**config.mk**
```make
export PLATFORM = sky130hd
export DESIGN_NAME = upsample_flat
export DESIGN_NICKNAME = d
export VERILOG_FILES = /design/src/rtl/upsample_pkg.sv /design/src/rtl/upsample_if.sv /design/src/rtl/upsample_lerp16.sv /design/src/rtl/upsample.sv /design/src/flat_wrapper.sv
export SDC_FILE = /design/constraint.sdc
export NUM_CORES = 1
export LEC_CHECK = 0
export ABC_AREA = 0
export CAP_MARGIN = 20
export CORE_AREA = 8 8 100 102
export CTS_CLUSTER_SIZE = 28
export DETAILED_ROUTE_END_ITERATION = 16
export DIE_AREA = 0 0 108 110
export PLACE_DENSITY = 0.83
export SETUP_SLACK_MARGIN = 0.3
export SYNTH_ARGS = -nofsm -noshare
export SYNTH_HDL_FRONTEND = slang
export SYNTH_SLANG_ARGS = --single-unit
```
**constraint.sdc**
```tcl
create_clock -name s00_axis_aclk -period 5.05 [get_ports s00_axis_aclk]
set_input_delay 0.505 -clock s00_axis_aclk [delete_from_list [all_inputs] [get_ports s00_axis_aclk]]
set_output_delay 0.505 -clock s00_axis_aclk [all_outputs]
set_load 0.1 [all_outputs]
```
**src/rtl/upsample_pkg.sv**
```systemverilog
// upsample shared types and constants.
// Reciprocal helper feeds the interpolation weight when UPSAMPLE_INTERP_EN is set.
package upsample_pkg;

  typedef struct packed {
    logic signed [15:0] i;
    logic signed [15:0] q;
  } iq_sample_t;

  typedef enum logic {
    IDLE,
    RUN
  } state_t;

  localparam int RECIP_W = 16;
  localparam int ACC_W   = 17;

  function automatic logic [31:0] recip(
    input int unsigned out_rate
  );
    longint unsigned num;
    num = 64'd1 << 32;
    return 32'(num / out_rate);
  endfunction

endpackage

```
**src/rtl/upsample_if.sv**
```systemverilog
// AXI-Stream style valid/ready bundle for one I/Q stream.
// Master drives valid/data, slave drives ready.
interface upsample_if;
  logic        tvalid;
  logic        tready;
  logic [31:0] tdata;

  modport master (
    output tvalid,
    output tdata,
    input  tready
  );

  modport slave (
    input  tvalid,
    input  tdata,
    output tready
  );
endinterface

```
**src/rtl/upsample_lerp16.sv**
```systemverilog
// lerp16: one-channel linear interpolation, f = prev + floor(d*w / 2^16).
// Used only when UPSAMPLE_INTERP_EN is defined.
module lerp16
  import upsample_pkg::*;
(
  input  logic signed [15:0]        prev,
  input  logic signed [15:0]        cur,
  input  logic        [RECIP_W-1:0] w,
  output logic signed [15:0]        f
);

  logic signed [16:0] d;
  logic signed [33:0] prod;

  assign d    = 17'(cur) - 17'(prev);
  assign prod = 34'(d) * $signed({1'b0, w});
  // w < 2^16 keeps the sum inside the 16-bit range
  assign f    = 16'(34'(prev) + (prod >>> 16));

endmodule

```
**src/rtl/upsample.sv**
```systemverilog
// upsample: 20 -> 122.88 MSPS I/Q rate converter with phase accumulator.
// Define UPSAMPLE_INTERP_EN for linear interpolation; default is zero-order hold.
module upsample
  import upsample_pkg::*;
#(
  parameter int SAMPLE_RATE_IN  = 20_000,
  parameter int SAMPLE_RATE_OUT = 122_880
) (
  input  logic       s00_axis_aclk,
  input  logic       s00_axis_areset,
  upsample_if.slave  s00,
  upsample_if.master m00,
  output logic       underrun
);

  localparam logic [ACC_W:0] STEP  = SAMPLE_RATE_IN[ACC_W:0];
  localparam logic [ACC_W:0] LIMIT = SAMPLE_RATE_OUT[ACC_W:0];

  state_t             state;
  state_t             state_n;
  iq_sample_t         nxt;
  logic               nxt_valid;
  iq_sample_t         cur;
  logic [ACC_W-1:0]   acc;
  logic [ACC_W:0]     a;
  iq_sample_t         out_data;
  logic               out_valid;
  iq_sample_t         f;
  logic               step;
  logic               wrap;
  logic               load;
  logic               pop;
  logic               starve;
  logic               push;

  assign s00.tready = ~nxt_valid;
  assign m00.tvalid = out_valid;
  assign m00.tdata  = out_data;

  assign push = s00.tvalid & ~nxt_valid;
  assign step = (state == RUN) & (~out_valid | m00.tready);
  assign a    = {1'b0, acc} + STEP;
  assign wrap = a >= LIMIT;

`ifdef UPSAMPLE_INTERP_EN
  localparam logic [31:0] RECIP = recip(SAMPLE_RATE_OUT);

  iq_sample_t         prev;
  logic [RECIP_W-1:0] w;
  logic [48:0]        wprod;

  assign wprod = 49'(acc) * 49'(RECIP);
  assign w     = RECIP_W'(wprod >> RECIP_W);

  lerp16 u_lerp_i (
    .prev (prev.i),
    .cur  (cur.i),
    .w    (w),
    .f    (f.i)
  );

  lerp16 u_lerp_q (
    .prev (prev.q),
    .cur  (cur.q),
    .w    (w),
    .f    (f.q)
  );
`else
  assign f = cur;
`endif

  always_comb begin
    state_n = state;
    load    = 1'b0;
    pop     = 1'b0;
    starve  = 1'b0;
    unique case (state)
      IDLE: begin
        if (nxt_valid) begin
          load    = 1'b1;
          state_n = RUN;
        end
      end
      RUN: begin
        if (step && wrap) begin
          if (nxt_valid) begin
            pop = 1'b1;
          end else begin
            starve  = 1'b1;
            state_n = IDLE;
          end
        end
      end
      default: state_n = IDLE;
    endcase
  end

  always_ff @(posedge s00_axis_aclk or posedge s00_axis_areset) begin
    if (s00_axis_areset) begin
      state <= IDLE;
    end else begin
      state <= state_n;
    end
  end

  // push never coincides with load/pop: both need opposite nxt_valid
  always_ff @(posedge s00_axis_aclk or posedge s00_axis_areset) begin
    if (s00_axis_areset) begin
      nxt       <= '0;
      nxt_valid <= 1'b0;
      cur       <= '0;
      acc       <= '0;
      out_data  <= '0;
      out_valid <= 1'b0;
      underrun  <= 1'b0;
`ifdef UPSAMPLE_INTERP_EN
      prev      <= '0;
`endif
    end else begin
      if (push) begin
        nxt       <= s00.tdata;
        nxt_valid <= 1'b1;
      end
      if (load || pop) begin
        nxt_valid <= 1'b0;
        cur       <= nxt;
      end
      if (load) begin
        acc <= '0;
      end
`ifdef UPSAMPLE_INTERP_EN
      if (load) begin
        prev <= nxt;
      end else if (pop) begin
        prev <= cur;
      end
`endif
      if (step) begin
        out_data  <= f;
        out_valid <= 1'b1;
        acc       <= wrap ? ACC_W'(a - LIMIT)
                          : ACC_W'(a);
      end else if (m00.tready) begin
        out_valid <= 1'b0;
      end
      if (starve) begin
        underrun <= 1'b1;
      end
    end
  end

endmodule

```
**src/flat_wrapper.sv**
```systemverilog
// flat-port wrapper written by rule: the top's interface ports become plain ports
module upsample_flat import upsample_pkg::*;
#(
  parameter int SAMPLE_RATE_IN  = 20_000,
  parameter int SAMPLE_RATE_OUT = 122_880
)
  (s00_axis_aclk, s00_axis_areset, underrun, s00_tvalid, s00_tdata, s00_tready, m00_tvalid, m00_tdata, m00_tready);
  upsample_if s00_i ();
  upsample_if m00_i ();
  input  logic s00_axis_aclk;
  input  logic s00_axis_areset;
  output logic underrun;
  input wire logic [$bits(s00_i.tvalid)-1:0] s00_tvalid;
  input wire logic [$bits(s00_i.tdata)-1:0] s00_tdata;
  output wire logic [$bits(s00_i.tready)-1:0] s00_tready;
  output wire logic [$bits(m00_i.tvalid)-1:0] m00_tvalid;
  output wire logic [$bits(m00_i.tdata)-1:0] m00_tdata;
  input wire logic [$bits(m00_i.tready)-1:0] m00_tready;
  assign s00_i.tvalid = s00_tvalid;
  assign s00_i.tdata = s00_tdata;
  assign s00_tready = s00_i.tready;
  assign m00_tvalid = m00_i.tvalid;
  assign m00_tdata = m00_i.tdata;
  assign m00_i.tready = m00_tready;
  upsample #(.SAMPLE_RATE_IN(SAMPLE_RATE_IN), .SAMPLE_RATE_OUT(SAMPLE_RATE_OUT)) u_core (.s00_axis_aclk(s00_axis_aclk), .s00_axis_areset(s00_axis_areset), .s00(s00_i), .m00(m00_i), .underrun(underrun));
endmodule
```
==> metrics.csv, run 1 <==
metric;value;unit
cp_num_buf_inv;0;
arrival;3.06;ns
slew-limit-headroom;33.77;%
yosys.area_share.simple;12.59;%
antennaDiodeCount;0;
syn_nets;428;
synth_compound_area_share;5.561;%
r2r_start;u_core.acc[5];
coreArea;8466;sq um
finalCritPeriodShare;55.39;%
ant_nets;0;
final_cell_mix;nand2_1, dfrtp_1, clkdlybuf4s50_1, mux2_2, mux2_4;
clkSlewWorstSetupHoldPaths;0.11;ns
postCtsHoldBufs;0;
ys_ff_latch;112;
fin_nets;491;
tritoncts;yes;
wl;9409;microns
criticalPathCategory;flip-flop to flip-flop;
syn_area;4770;sq um
cts-buffers-inserted;9;
dp_hpwl;6409;microns
drtIter0Drc;181;
ios;71;
grt_pass1_vias;3273;
startpoint;u_core.acc[5];
synth_fa_ha_area_share;0.5247;%
first_pass_iters;4;
syn-instance-count;390;
vias;3115;
critical_path.slowest_cell;o31a_4;
ys_warn_count;0;
vias_per_cell;5.504;
hold_class;flip-flop to flip-flop;
die-width;108;microns
status;completed;
clkLatencyLatePin;0.37;ns
grt_usage;17.02;%
critical_path.top_delay_family;simple AND/OR/NAND/NOR gates;
place.port_buffers;70;
grt-ovfl-total;0;
min_period;2.797;ns
layout-drive-gt1-share;20.31;%
max_clock_freq;0.3575;GHz
rows;34;
fp.dieH;110;microns
cts_setup_buffers;0;
yosysUniqueCellTypes;45;
cap_viol_max_count;0;
async_flop_share;100.0;%
ys_seq_area_share;58.76;%
rsz0062_at_grt;no;
synth.area.top_cells;dfrtp_1, mux2_4, nand2_1, mux2_2, buf_12;
worst_ep_required_time;5.31;ns
finalHoldViolations;0;
cts_root_buffer;clkbuf_8;
gp_congestion;0.9126;
clkSinkCount;112;
htree_levels;3;
tightest_slew;0.9904;ns
grt_start_max_net_pins;79;
area_delta_synth_final;19.02;%
drv_slew;0;
crit_chain;ha_1 > and3_1 > or4_4 > a21oi_2 > o31a_4 > mux2_2;
synth_edf_count;0;
synth_top_family_by_area;multiplexers;
synth_top_cell_by_area;dfrtp_1;
synth.top_cell.area_share;58.76;%
setup-tns-final;0;ns
crit_path_start_kind;flip-flop;
wire_per_inst;16.62;microns
initial_utilization;56.34;%
antenna_found_initial;0;
critPathCaptureType;flip-flop;
crit_fanout;32;
die_area;11880;sq um
min_from;u_core.m00.tdata[20];
synthMuxAreaShare;18.55;%
ctsResizeCount;0;
syn_avg_cell_area;12.23;sq um
finalSetupViolations;0;
clockBufferDepth;2;
synthXorXnorAreaFrac;0.3673;%
drc;0;
slowest_delay;0.56;ns
worst_clock_skew;0.01436;ns
grt_pass1_wl;15930;microns
ys.flop_type;dfrtp_1;
==> metrics by stage <==
stage	hold slack (ns)	cells	util (%)	worst slack, ns	instance area [sq um]
after global placement	0.4553	550	64.81	2.367	5487
after global routing	0.5059	566	67.06	2.061	5677
final	0.4806	566	67.06	2.253	5677
after CTS	0.4883	566	67.06	2.252	5677
after detailed placement	0.4607	550	64.81	2.252	5487
after floorplan	0.4348	390	-	1.586	4770
==> metal layers <==
layer	part of all wire (%)	global-route usage (%)
met2	49	27.64
met5	0	0
met3	5.5	3.837
met4	1.6	7.334
met1	44	21.56
==> final cells by class <==
cell class                      count  area (sq um)
Multi-Input combinational cell    251          1800
Inverter                            6         25.02
Fill cell                         639          2789
Sequential cell                   112          2803
Clock buffer                       10         137.6
Timing Repair Buffer               73         723.2
Clock inverter                      6         52.55
Tap cell                          108         135.1
==> final timing paths <==
kind                                         to  slack [ns]  cells after the start
max                              u_core.cur[13]        2.25                      6
min                        u_core.m00.tdata[20]        0.48                      2
max reg2reg                      u_core.cur[13]        2.25                      6
min reg2reg                u_core.m00.tdata[20]        0.48                      2
max in group asynchronous  u_core.m00.tdata[12]        3.35                      3
min in group asynchronous         u_core.cur[2]        0.69                      2
==> state kept, by name (all words and copies together), names as in the netlist <==
register / cells
u_core.m00.tvalid: 1
u_core.nxt_valid: 1
u_core.m00.tdata: 32
u_core.acc: 12
u_core.underrun: 1
u_core.cur: 32
u_core.state: 1
u_core.nxt: 32
==> kinds of logic after synthesis <==
group           count (synthesis)
simple gates                  143
fa+ha+maj                       2
flops                         112
compound gates                 35
mux                            69
buf+inv                        27
xor+xnor                        2
==> worst register-to-register path, cell delays in order (launching register included) <==
cell	delay, ns
dfrtp_1	0.43
ha_1	0.24
and3_1	0.28
or4_4	0.55
a21oi_2	0.21
o31a_4	0.56
mux2_2	0.43
==> synthesized netlist by cell type (all sizes together), types with 3 or more instances <==
library cell	n
dfrtp	112
nand2	112
mux2	65
buf	11
clkbuf	10
nand3	7
a21oi	6
inv	6
nor2	6
o21ai	6
mux2i	4
nand4	4
o211ai	4
o31ai	4
a221o	3
or3	3
Power of run 1 is left out: the tool's default activity adds up to more than one toggle a clock period on the data nets, which glitch-free logic cannot reach.
==> run 2: changes to the inputs <==
- CORE_AREA: 8 8 100 102 -> 8 8 103 105
- DIE_AREA: 0 0 108 110 -> 0 0 111 113
- PLACE_DENSITY: 0.83 -> 0.79
- clock period: 5.05 -> 2.9 ns (I/O delays scaled with it)
==> metrics.csv, run 2 (same netlist as run 1, synthesis figures left out) <==
metric;value;unit;change
drc;0;;unchanged
slew-limit-headroom;59.41;%;was 33.77%
worst_ep_required_time;3.16;ns;was 5.31 ns
grt_pass1_wl;16080;microns;was 15930 microns
cts_setup_buffers;0;;unchanged
wire_per_inst;16.30;microns;was 16.62 microns
coreArea;8977;sq um;was 8466 sq um
fin_cells;573;;was 566
startpoint;u_core.acc[5];;unchanged
grt_start_max_net_pins;113;;was 79
min_period;2.504;ns;was 2.797 ns
placed_area;5474;sq um;was 5487 sq um
final_cell_mix;dfrtp_1, nand2_1, buf_4, mux2_2, clkdlybuf4s50_1;;was nand2_1, dfrtp_1, clkdlybuf4s50_1, mux2_2, mux2_4
first_pass_iters;4;;unchanged
r2r_start;u_core.acc[5];;unchanged
dp_hpwl;6327;microns;was 6409 microns
clkSlewWorstSetupHoldPaths;0.11;ns;about the same
dpl.cell_count;557;;was 550
gp_congestion;0.8518;;was 0.9126
hold_class;input port to async pin;;was flip-flop to flip-flop
mostFrequentLayoutCell;dfrtp_1;;
crit_end;u_core.cur[14];;was u_core.cur[13]
worst_clock_skew;0.01972;ns;was 0.01436 ns
finalInstanceArea;5715;sq um;was 5677 sq um
ant_nets;0;;unchanged
r2r_cells;7;;was 6
arrival;2.76;ns;was 3.06 ns
fp.dieH;113;microns;was 110 microns
clkSinkCount;112;;unchanged
setup-tns-final;0;ns;unchanged
layout-drive-gt1-share;29.22;%;was 20.31%
fin_nets;495;;was 491
postLayoutCoreUtil;63.67;%;was 67.06%
critPathCaptureType;flip-flop;;unchanged
area_delta_synth_final;19.83;%;was 19.02%
place.port_buffers;70;;unchanged
finalSetupViolations;0;;unchanged
crit_path_start_kind;flip-flop;;unchanged
fillers;700;;was 639
r2r_end;u_core.cur[14];;was u_core.cur[13]
rows;35;;was 34
vias_per_cell;5.325;;was 5.504
antenna_found_initial;0;;unchanged
cts-buffers-inserted;9;;unchanged
max_clock_freq;0.3993;GHz;was 0.3575 GHz
clkLatencyLatePin;0.37;ns;about the same
timing.reg2reg.setup_slack;0.40;ns;was 2.25 ns
grt-ovfl-total;0;;unchanged
finalCritPeriodShare;86.35;%;was 55.39%
ios;71;;unchanged
tightest_slew;0.6088;ns;was 0.9904 ns
cap_viol_max_count;0;;unchanged
clockBufferDepth;2;;unchanged
status;completed;;unchanged
die-width;111;microns;was 108 microns
criticalPathCategory;flip-flop to flip-flop;;unchanged
grt_usage;15.39;%;was 17.02%
wl;9341;microns;was 9409 microns
initial_utilization;53.13;%;was 56.34%
crit_fanout;13;;was 32
tritoncts;yes;;unchanged
antennaDiodeCount;0;;unchanged
grt_pass1_vias;3334;;was 3273
cts_root_buffer;clkbuf_8;;unchanged
htree_levels;3;;unchanged
drtIter0Drc;128;;was 181
die_area;12540;sq um;was 11880 sq um
vias;3051;;was 3115
drv_slew;0;;unchanged
rsz0062_at_grt;yes;;was no
finalHoldViolations;0;;unchanged
[run 2: timing repair]
| action | in CTS | in global routing |
|---|---|---|
| hold buffers | 0 | 0 |
| resized for setup | 1 | 4 |
| endpoints found under the setup margin | 1 | 33 |
| pin swaps | 0 | 0 |
| gates cloned | 0 | 0 |
[run 2: cell type report]
cell class                 count  area, sq um  share of cell area (%)
clock buffer                  12        165.2                   2.890
multi-input combinational    251         1815                   31.76
inverter                       6        26.28                  0.4597
tap                          111        138.9                   2.430
clock inverter                 4        56.30                  0.9851
timing repair buffer          77        710.7                   12.43
sequential                   112         2803                   49.04
[run 2: stage by stage]
step | setup WS (ns) | hold slack (ns)
final | 0.3958 | 0.3931
after global routing | 0.2929 | 0.4908
after CTS | 0.2949 | 0.4481
after detailed placement | 0.3024 | 0.4580
after global placement | 0.3963 | 0.4485
after floorplan | 0.5064 | 0.4348
[run 2: worst max-delay path: stages (launching register included)]
cell and delay [ns]:
dfrtp_1 0.44, ha_1 0.25, and3_2 0.28, or4_4 0.55, a21oi_4 0.17, o31a_4 0.17
buf_8 0.18, mux2_2 0.35
[run 2: worst min path at each step]
stage	end	cells past startpoint
final	u_core.m00.tdata[16]	3
after floorplan	u_core.m00.tdata[13]	2
after global placement	u_core.m00.tdata[14]	2
after CTS	u_core.nxt[20]	3
after global routing	u_core.cur[20]	3
after detailed placement	u_core.m00.tdata[17]	2
[run 2: metal layers]
metal	wire, microns	share of wire, %	vias up	global-route usage [%]
met5	0	0	-	0
met4	81	0.87	0	4.234
met3	446	4.8	10	4.180
met2	4556	49	73	25.24
met1	4257	46	1516	19.57
li1	-	-	1452	-
Power of run 2 is left out for the same reason.
